**config.mk**
```make
export PLATFORM = sky130hd
export DESIGN_NAME = tcount_sequencer_flat
export DESIGN_NICKNAME = d
export VERILOG_FILES = /design/src/rtl/tcount_sequencer_if.sv /design/src/rtl/tcount_sequencer.sv /design/src/flat_wrapper.sv
export SDC_FILE = /design/constraint.sdc
export NUM_CORES = 1
export LEC_CHECK = 0
export BUFFER_PORTS_ARGS = -buffer_cell sky130_fd_sc_hd__buf_2
export CORE_MARGIN = 3
export CORE_UTILIZATION = 57
export DETAILED_ROUTE_END_ITERATION = 6
export PLACE_DENSITY_LB_ADDON = 0.12
export SLEW_MARGIN = 20
export SYNTH_ARGS = -nofsm -noshare
export SYNTH_HDL_FRONTEND = slang
export SYNTH_SLANG_ARGS = --single-unit
export TNS_END_PERCENT = 10
```
**constraint.sdc**
```tcl
create_clock -name clk -period 2.8 [get_ports clk]
set_input_delay 0.42 -clock clk [delete_from_list [all_inputs] [get_ports clk]]
set_output_delay 0.42 -clock clk [all_outputs]
set_load 0.01 [all_outputs]
```
**src/rtl/tcount_sequencer_if.sv**
```systemverilog
// Handshake bundle between the A/B period sequencer and its control/counter side.
// The slave modport is the sequencer's view; the master modport is the driver's.
interface tcount_sequencer_if;
    logic       start;
    logic       abort;
    logic [7:0] period_a;
    logic [7:0] period_b;
    logic [3:0] cycles;
    logic       tcount;
    logic       load;
    logic [7:0] preset;
    logic       busy;
    logic       phase;
    logic       done;
    logic       err;

    modport master (
        output start, abort, period_a, period_b, cycles, tcount,
        input  load, preset, busy, phase, done, err
    );

    modport slave (
        input  start, abort, period_a, period_b, cycles, tcount,
        output load, preset, busy, phase, done, err
    );
endinterface

```
**src/rtl/tcount_sequencer.sv**
```systemverilog
// Alternating A/B period sequencer driving an external loadable 8-bit up-counter,
// with a per-wait timeout that parks the block in ERROR until abort.
module tcount_sequencer #(
    parameter int TIMEOUT = 300
) (
    input  logic                 clk,
    input  logic                 reset,
    tcount_sequencer_if.slave    bus
);
    typedef enum logic [2:0] {
        S_IDLE,
        S_LOAD_A,
        S_WAIT_A,
        S_LOAD_B,
        S_WAIT_B,
        S_DONE,
        S_ERROR
    } state_t;

    localparam logic [8:0] TMO_LAST = 9'(TIMEOUT - 1);

    state_t     state_q;
    logic [7:0] period_a_q;
    logic [7:0] period_b_q;
    logic [3:0] remaining_q;
    logic [8:0] tmo_q;
    logic       load_q;
    logic [7:0] preset_q;
    logic       busy_q;
    logic       phase_q;
    logic       done_q;
    logic       err_q;

    // NOTE: every register here is written with <= so all transitions see pre-edge values.
    always_ff @(posedge clk or negedge reset) begin
        if (!reset) begin
            state_q     <= S_IDLE;
            period_a_q  <= 8'h00;
            period_b_q  <= 8'h00;
            remaining_q <= 4'd0;
            tmo_q       <= 9'd0;
            load_q      <= 1'b0;
            preset_q    <= 8'h00;
            busy_q      <= 1'b0;
            phase_q     <= 1'b0;
            done_q      <= 1'b0;
            err_q       <= 1'b0;
        end else begin
            load_q <= 1'b0;
            done_q <= 1'b0;
            if (bus.abort) begin
                state_q <= S_IDLE;
                busy_q  <= 1'b0;
                err_q   <= 1'b0;
            end else begin
                case (state_q)
                    S_IDLE: begin
                        if (bus.start) begin
                            period_a_q  <= bus.period_a;
                            period_b_q  <= bus.period_b;
                            remaining_q <= bus.cycles;
                            if (bus.cycles != 4'd0) begin
                                state_q  <= S_LOAD_A;
                                load_q   <= 1'b1;
                                preset_q <= bus.period_a;
                                busy_q   <= 1'b1;
                                phase_q  <= 1'b0;
                            end else begin
                                state_q <= S_DONE;
                                done_q  <= 1'b1;
                            end
                        end
                    end
                    S_LOAD_A: begin
                        state_q <= S_WAIT_A;
                        tmo_q   <= 9'd0;
                    end
                    S_WAIT_A: begin
                        if (bus.tcount) begin
                            state_q  <= S_LOAD_B;
                            load_q   <= 1'b1;
                            preset_q <= period_b_q;
                            phase_q  <= 1'b1;
                        end else if (tmo_q == TMO_LAST) begin
                            state_q <= S_ERROR;
                            busy_q  <= 1'b0;
                            err_q   <= 1'b1;
                        end else begin
                            tmo_q <= tmo_q + 9'd1;
                        end
                    end
                    S_LOAD_B: begin
                        state_q <= S_WAIT_B;
                        tmo_q   <= 9'd0;
                    end
                    S_WAIT_B: begin
                        if (bus.tcount) begin
                            remaining_q <= remaining_q - 4'd1;
                            if (remaining_q == 4'd1) begin
                                state_q <= S_DONE;
                                busy_q  <= 1'b0;
                                done_q  <= 1'b1;
                            end else begin
                                state_q  <= S_LOAD_A;
                                load_q   <= 1'b1;
                                preset_q <= period_a_q;
                                phase_q  <= 1'b0;
                            end
                        end else if (tmo_q == TMO_LAST) begin
                            state_q <= S_ERROR;
                            busy_q  <= 1'b0;
                            err_q   <= 1'b1;
                        end else begin
                            tmo_q <= tmo_q + 9'd1;
                        end
                    end
                    S_DONE:  state_q <= S_IDLE;
                    // ERROR only leaves through the abort path above.
                    S_ERROR: state_q <= S_ERROR;
                    default: begin
                        state_q <= S_IDLE;
                        busy_q  <= 1'b0;
                        err_q   <= 1'b0;
                    end
                endcase
            end
        end
    end

    assign bus.load   = load_q;
    assign bus.preset = preset_q;
    assign bus.busy   = busy_q;
    assign bus.phase  = phase_q;
    assign bus.done   = done_q;
    assign bus.err    = err_q;
endmodule

```
**src/flat_wrapper.sv**
```systemverilog
// flat-port wrapper written by rule: the top's interface ports become plain ports
module tcount_sequencer_flat 
#(
    parameter int TIMEOUT = 300
)
  (clk, reset, bus_start, bus_abort, bus_period_a, bus_period_b, bus_cycles, bus_tcount, bus_load, bus_preset, bus_busy, bus_phase, bus_done, bus_err);
  tcount_sequencer_if bus_i ();
  input  logic clk;
  input  logic reset;
  input wire logic [$bits(bus_i.start)-1:0] bus_start;
  input wire logic [$bits(bus_i.abort)-1:0] bus_abort;
  input wire logic [$bits(bus_i.period_a)-1:0] bus_period_a;
  input wire logic [$bits(bus_i.period_b)-1:0] bus_period_b;
  input wire logic [$bits(bus_i.cycles)-1:0] bus_cycles;
  input wire logic [$bits(bus_i.tcount)-1:0] bus_tcount;
  output wire logic [$bits(bus_i.load)-1:0] bus_load;
  output wire logic [$bits(bus_i.preset)-1:0] bus_preset;
  output wire logic [$bits(bus_i.busy)-1:0] bus_busy;
  output wire logic [$bits(bus_i.phase)-1:0] bus_phase;
  output wire logic [$bits(bus_i.done)-1:0] bus_done;
  output wire logic [$bits(bus_i.err)-1:0] bus_err;
  assign bus_i.start = bus_start;
  assign bus_i.abort = bus_abort;
  assign bus_i.period_a = bus_period_a;
  assign bus_i.period_b = bus_period_b;
  assign bus_i.cycles = bus_cycles;
  assign bus_i.tcount = bus_tcount;
  assign bus_load = bus_i.load;
  assign bus_preset = bus_i.preset;
  assign bus_busy = bus_i.busy;
  assign bus_phase = bus_i.phase;
  assign bus_done = bus_i.done;
  assign bus_err = bus_i.err;
  tcount_sequencer #(.TIMEOUT(TIMEOUT)) u_core (.clk(clk), .reset(reset), .bus(bus_i));
endmodule
```
# After elaboration in Yosys (flattened, before gate mapping)
# Index checks and enable logic that the tools add are counted.
classes:
  mux: 51
  bitwise: 1
  n_addsub: 2
  n_eq_ne: 23
  n_reduce_logical: 15
ops:
  columns: ["cell", "count"]
  rows:
  - ["$mux 8", 5]
  - ["$mux 1", 26]
  - ["$pmux 8 s3", 1]
  - ["$mux 3", 7]
  - ["$mux 9", 2]
  - ["$pmux 3 s6", 1]
  - ["$pmux 9 s2", 1]
  - ["$ne 2x2->1 const B", 6]
  - ["$add 9x1->9 const B", 1]
  - ["$eq 3x3->1 const B", 3]
  - ["$eq 9x9->1 const B", 1]
  - ["$ne 3x3->1 const B", 3]
  - ["$mux 4", 2]
  - ["$pmux 4 s2", 1]
  - ["$reduce_and 4->1", 2]
  - ["$reduce_and 7->1", 1]
  - ["$eq 3x2->1 const B", 2]
  - ["$ne 2x1->1 const B", 3]
  - ["$pmux 1 s3", 2]
  - ["$reduce_and 3->1", 2]
  - ["$reduce_and 5->1", 1]
  - ["$reduce_or 5->1", 1]
  - ["$eq 4x1->1 const B", 1]
  - ["$ne 4x3->1 const B", 1]
  - ["13 further kinds", 16]
totals:
  out_inout_bits: 13
  regBits: 45

# Longest topological paths before layout
depth:
  depth_word: 5
  depth_mapped: 6
  ltp_nobuf: 6

# Worst setup path before layout
# OpenSTA, ideal clock, no wires.
synth_timing:
  path_kind: "flip-flop to flip-flop"
  start: "register u_core.remaining_q[0]"
  end: "register u_core.phase_q, in the netlist u_core.bus.phase"
  setup_ns: 0.125
  path_buffers: 0
  path_slack_ns: 0.886
  stages_incl_launch_ff: 6
  t_arrival_ns: 1.789
  synth_period_minus_slack_ns: 1.914
  t_required_ns: 2.675
  path_cell_list: "dfrtp_1 -> ha_1 -> nor3b_1 -> and2_1 -> o31ai_4 -> mux2_4"
synth_between:
  elab_chain_cells: 3
synth_rtl:
  columns: ["item", "line", "rtl"]
  rows:
  - ["start, declared", "tcount_sequencer.sv:25", "logic [3:0] remaining_q;"]
  - ["start signal, assigned", "tcount_sequencer.sv:61", "remaining_q <= bus.cycles;"]
  - ["start signal, assigned", "tcount_sequencer.sv:98", "remaining_q <= remaining_q - 4'd1;"]
  - ["$eq 4x1->1", "tcount_sequencer.sv:99", "if (remaining_q == 4'd1) begin"]
  - ["$ne 2x2->1 (no line)", null, null]
  - ["$reduce_and 7->1 (no line)", null, null]
  - ["end signal, assigned", "tcount_sequencer.sv:67", "phase_q <= 1'b0;"]
  - ["end signal, assigned", "tcount_sequencer.sv:83", "phase_q <= 1'b1;"]
  - ["end signal, assigned", "tcount_sequencer.sv:107", "phase_q <= 1'b0;"]
  - ["end, declared", "tcount_sequencer.sv:30", "logic phase_q;"]
# No other way between the ends.
# A chain may end at the register's enable or synchronous reset.

# Worst setup path after layout
layout_timing:
  start: "register u_core.state_q[2]"
  end: "register u_core.tmo_q[4]"
layout_between:
  elab_chain_cells: 4
  elab_cells_between_ends: 11
layout_rtl:
  columns: ["item", "line", "rtl"]
  rows:
  - ["start, declared", "tcount_sequencer.sv:22", "state_t state_q;"]
  - ["start signal, assigned", "tcount_sequencer.sv:37", "state_q <= S_IDLE;"]
  - ["start signal, assigned", "tcount_sequencer.sv:52", "state_q <= S_IDLE;"]
  - ["start signal, assigned", "tcount_sequencer.sv:63", "state_q <= S_LOAD_A;"]
  - ["$eq 3x2->1 (tied with other cells)", "tcount_sequencer.sv:56", "case (state_q)"]
  - ["$reduce_or 2->1 (no line)", null, null]
  - ["$ne 2x2->1 (no line) or $reduce_bool 2->1 (tied branches)", null, null]
  - ["$reduce_and 4->1 (no line)", null, null]
  - ["end signal, assigned", "tcount_sequencer.sv:89", "tmo_q <= tmo_q + 9'd1;"]
  - ["end signal, assigned", "tcount_sequencer.sv:114", "tmo_q <= tmo_q + 9'd1;"]
  - ["end, declared", "tcount_sequencer.sv:26", "logic [8:0] tmo_q;"]
# Parallel ways exist; a longest one is shown, timed or not.

==> key figures <==
Worst hold path
  • Hold crit path type: in -> async

Global routing
  • Met2 global-route usage: a little under a third
  • Met3 GRT Util: 4.41%
  • GR peak layer: met1
  • Largest net degree at the start of global routing: 46
  • Total track usage: 21.9%
  • Total congestion overflow: 0
  • Vias in the first global route: approximately 1900
  • Initial antenna violation count: 0
  • First-pass GRT wire length: just over 9 mm
  • Grt met1 use: between 30% and 40%

Yosys
  • Post-synth EDFFs: 0
  • Register area share after synthesis: 43.9%
  • Top FF cell, synth: dfrtp_1
  • Synth cell count leaders: dfrtp_1, nor2_1, o32ai_1
  • Synth warn: 0
  • Avg Inst Size Synth: 10.6 um2
  • Synthesized cell area: 2570 um2
  • Synth area leader: dfrtp_1
  • Most frequent cell after synthesis: dfrtp_1
  • Asr flop ratio synth: 100%
  • Yosys top cell area share: 43.9%
  • Post-synthesis register bit count: 45
  • Yosys cell types: 49
  • Synth Instances: 243
  • Syn_nets: 271
  • Largest cells by area after synthesis: dfrtp_1, o32ai_1, mux2_4

Critical path
  • Max stage delay cell, worst path: dfrtp_1
  • CP required: 3.01 ns
  • Worst reg2reg path depth: 4
  • Buf/Inv on CP: 0
  • CP max stage delay: 0.67 ns
  • R2R setup slack: 0.66 ns
  • Critical-path cell list: xnor2_1, or4_4, or4_1, o211ai_2
  • CP top delay family: simple AND/OR/NAND/NOR gates
  • CP arrival: between 2 and 2.5 ns
  • Reg-to-Reg End: u_core.tmo_q[4]$_DFFE_PN0P_
  • CP Class: reg -> reg
  • Crit path max fanout: 16
  • Reg-to-reg startpoint: u_core.state_q[2]$_DFFE_PN0P_
  • CP endpoint kind: flop
  • Worst setup SP type: flop

Timing
  • Fmax: 0.467 GHz
  • Worst Skew: 0.0103 ns
  • Max_slew headroom: 62.0%
  • Setup-failing EPs final: 0
  • Worst slew pin tran: 0.565 ns
  • Period utilisation layout: about three quarters
  • Final critical-path required period: 2.14 ns
  • Setup TNS: 0 ns
  • Final Hold Viols: 0
  • Final Max Tran Viols: 0
  • RSZ-0062 raised after global routing: no

Die
  • Initial Util: between 60% and 70%
  • Core area: 4170 um2
  • Die Wd: 73.1 um
  • Die Ht: 73.1 um
  • Top-Level Pins: 38
  • Row cnt: 23
  • Die area: 5340 um2

Clock network
  • CTS Root Cell: clkbuf_8
  • Post-CTS Setup Inserts: 0
  • Post_cts resized: 0
  • Clock Sinks: 45
  • CTS Buf Count: 5
  • CTS Buffer Depth: 2
  • Worst-skew pair later-pin latency: 0.29 ns
  • CTS H-tree lvls: 2
  • Post-CTS Hold Fix Bufs: 0
  • Clock Pin Slew Worst Setup and Hold Paths: 0.09 ns
  • CTS tree: yes

Placement
  • Dpl cells: 319
  • Gpl congestion: 0.844
  • DP HPWL: 3.66 mm
  • Placed Area: ~2800 um2
  • Port bufs: 37

Pwr
  • PwrDens: 734 nW/um2
  • Max IR drop VDD: 0.000331 V
  • LEAKAGE: approximately 1.3 nW

Finish
  • Syn-to-layout area delta: 13.2%
  • Finished Cell Area: around 2900 um2
  • Layout Utilization: 69.6%
  • Ratio of cells with drive above 1 in the final layout: between 20% and 30%
  • Antenna cells: 0
  • Final Net Count: 304
  • Finished Layout Cells: 327

Detailed routing
  • Vias per cell: 6.10
  • Starting DRT DRC Count: between 150 and 200
  • Pre-Repair DR Iteration Count: 4
  • Antenna Nets Post-Route: 0
  • Via Count: 1994
  • WL/cell: 16.2 um
  • Routed Wire Length: about 5.3 mm
  • Drc violations: 0

Status
  • Status: finished clean

Run
  • Number of max-cap violations: 0
-- registers in the layout (all words and copies together) (netlist names) --
register            count
u_core.bus.preset       8
u_core.period_a_q       8
u_core.tmo_q            9
u_core.bus.err          1
u_core.bus.load         1
u_core.bus.done         1
u_core.bus.phase        1
u_core.bus.busy         1
u_core.period_b_q       8
u_core.state_q          3
u_core.remaining_q      4
-- layout make-up --
type                       instances  area, um2
clock inverter                     2       38.8
tap                               50       62.6
timing repair buffer              44        240
sequential                        45       1130
clock buffer                       6       72.6
multi-input combinational        171       1330
fill                             334       1270
inverter                           9       33.8
-- per-stage QoR --
step	worst slack [ns]	total power [mW]	hold WS (ns)
after floorplan	0.886	1.45	0.124
after global placement	0.732	1.63	0.479
after detailed placement	0.697	1.66	0.486
after CTS	0.673	2.15	0.325
after global routing	0.519	2.27	0.158
final	0.657	2.13	0.122
-- worst register-to-register path: stages (launching register included) --
cell and delay [ns]:
dfrtp_1 0.67, xnor2_1 0.29, or4_4 0.51, or4_1 0.50, o211ai_2 0.08
-- how the worst max path moves through the flow --
stage / start / endpoint / cells after the start
floorplan: u_core.remaining_q[0]$_DFFE_PN0P_ / u_core.bus.phase$_DFFE_PN0P_ / 5
global placement: u_core.state_q[2]$_DFFE_PN0P_ / u_core.bus.preset[7]$_DFFE_PN0P_ / 6
detailed placement: u_core.state_q[2]$_DFFE_PN0P_ / u_core.bus.preset[6]$_DFFE_PN0P_ / 6
CTS: u_core.state_q[2]$_DFFE_PN0P_ / u_core.tmo_q[4]$_DFFE_PN0P_ / 4
global route: u_core.state_q[1]$_DFFE_PN0P_ / u_core.tmo_q[4]$_DFFE_PN0P_ / 4
finish: u_core.state_q[2]$_DFFE_PN0P_ / u_core.tmo_q[4]$_DFFE_PN0P_ / 4
-- routing by layer --
layer  wire [um]  part of all wire, %  up-vias
met5           0                    0        -
met4          24                 0.45        0
met3         275                  5.2        2
met1        2670                   50      961
met2        2320                   44       53
li1            -                    -      978
-- cells by family (layout without fill, tap and decap cells) --
logic type | count (synthesis) | after routing | share of synthesized area [%]
adder cells (fa/ha/maj) | 4 | 4 | 1.85
multiplexers | 29 | 29 | 13.9
flip-flops | 45 | 45 | 43.9
AO/OA/AOI/OAI | 63 | 63 | 20.3
AND/OR/NAND/NOR | 74 | 74 | 15.5
XOR/XNOR | 1 | 1 | 0.341
buffers and inverters | 27 | 61 | 4.24
-- report_power, final --
group / internal (mW) / switching, mW / total [mW]
Sequential: 0.847 / 0.158 / 1.00
Clock: 0.268 / 0.220 / 0.489
Combinational: 0.339 / 0.300 / 0.639
Total: 1.45 / 0.678 / 2.13
-- cell usage in the layout (no fill, tap or decap), types with 9 or more instances in the layout --
master,count
a31oi_1,9
buf_2,36
dfrtp_1,45
inv_1,9
mux2_1,12
mux2_4,9
nand2_1,12
nor2_1,19
o21a_1,11
o32ai_1,17
Power figures use the tool's default switching activity.
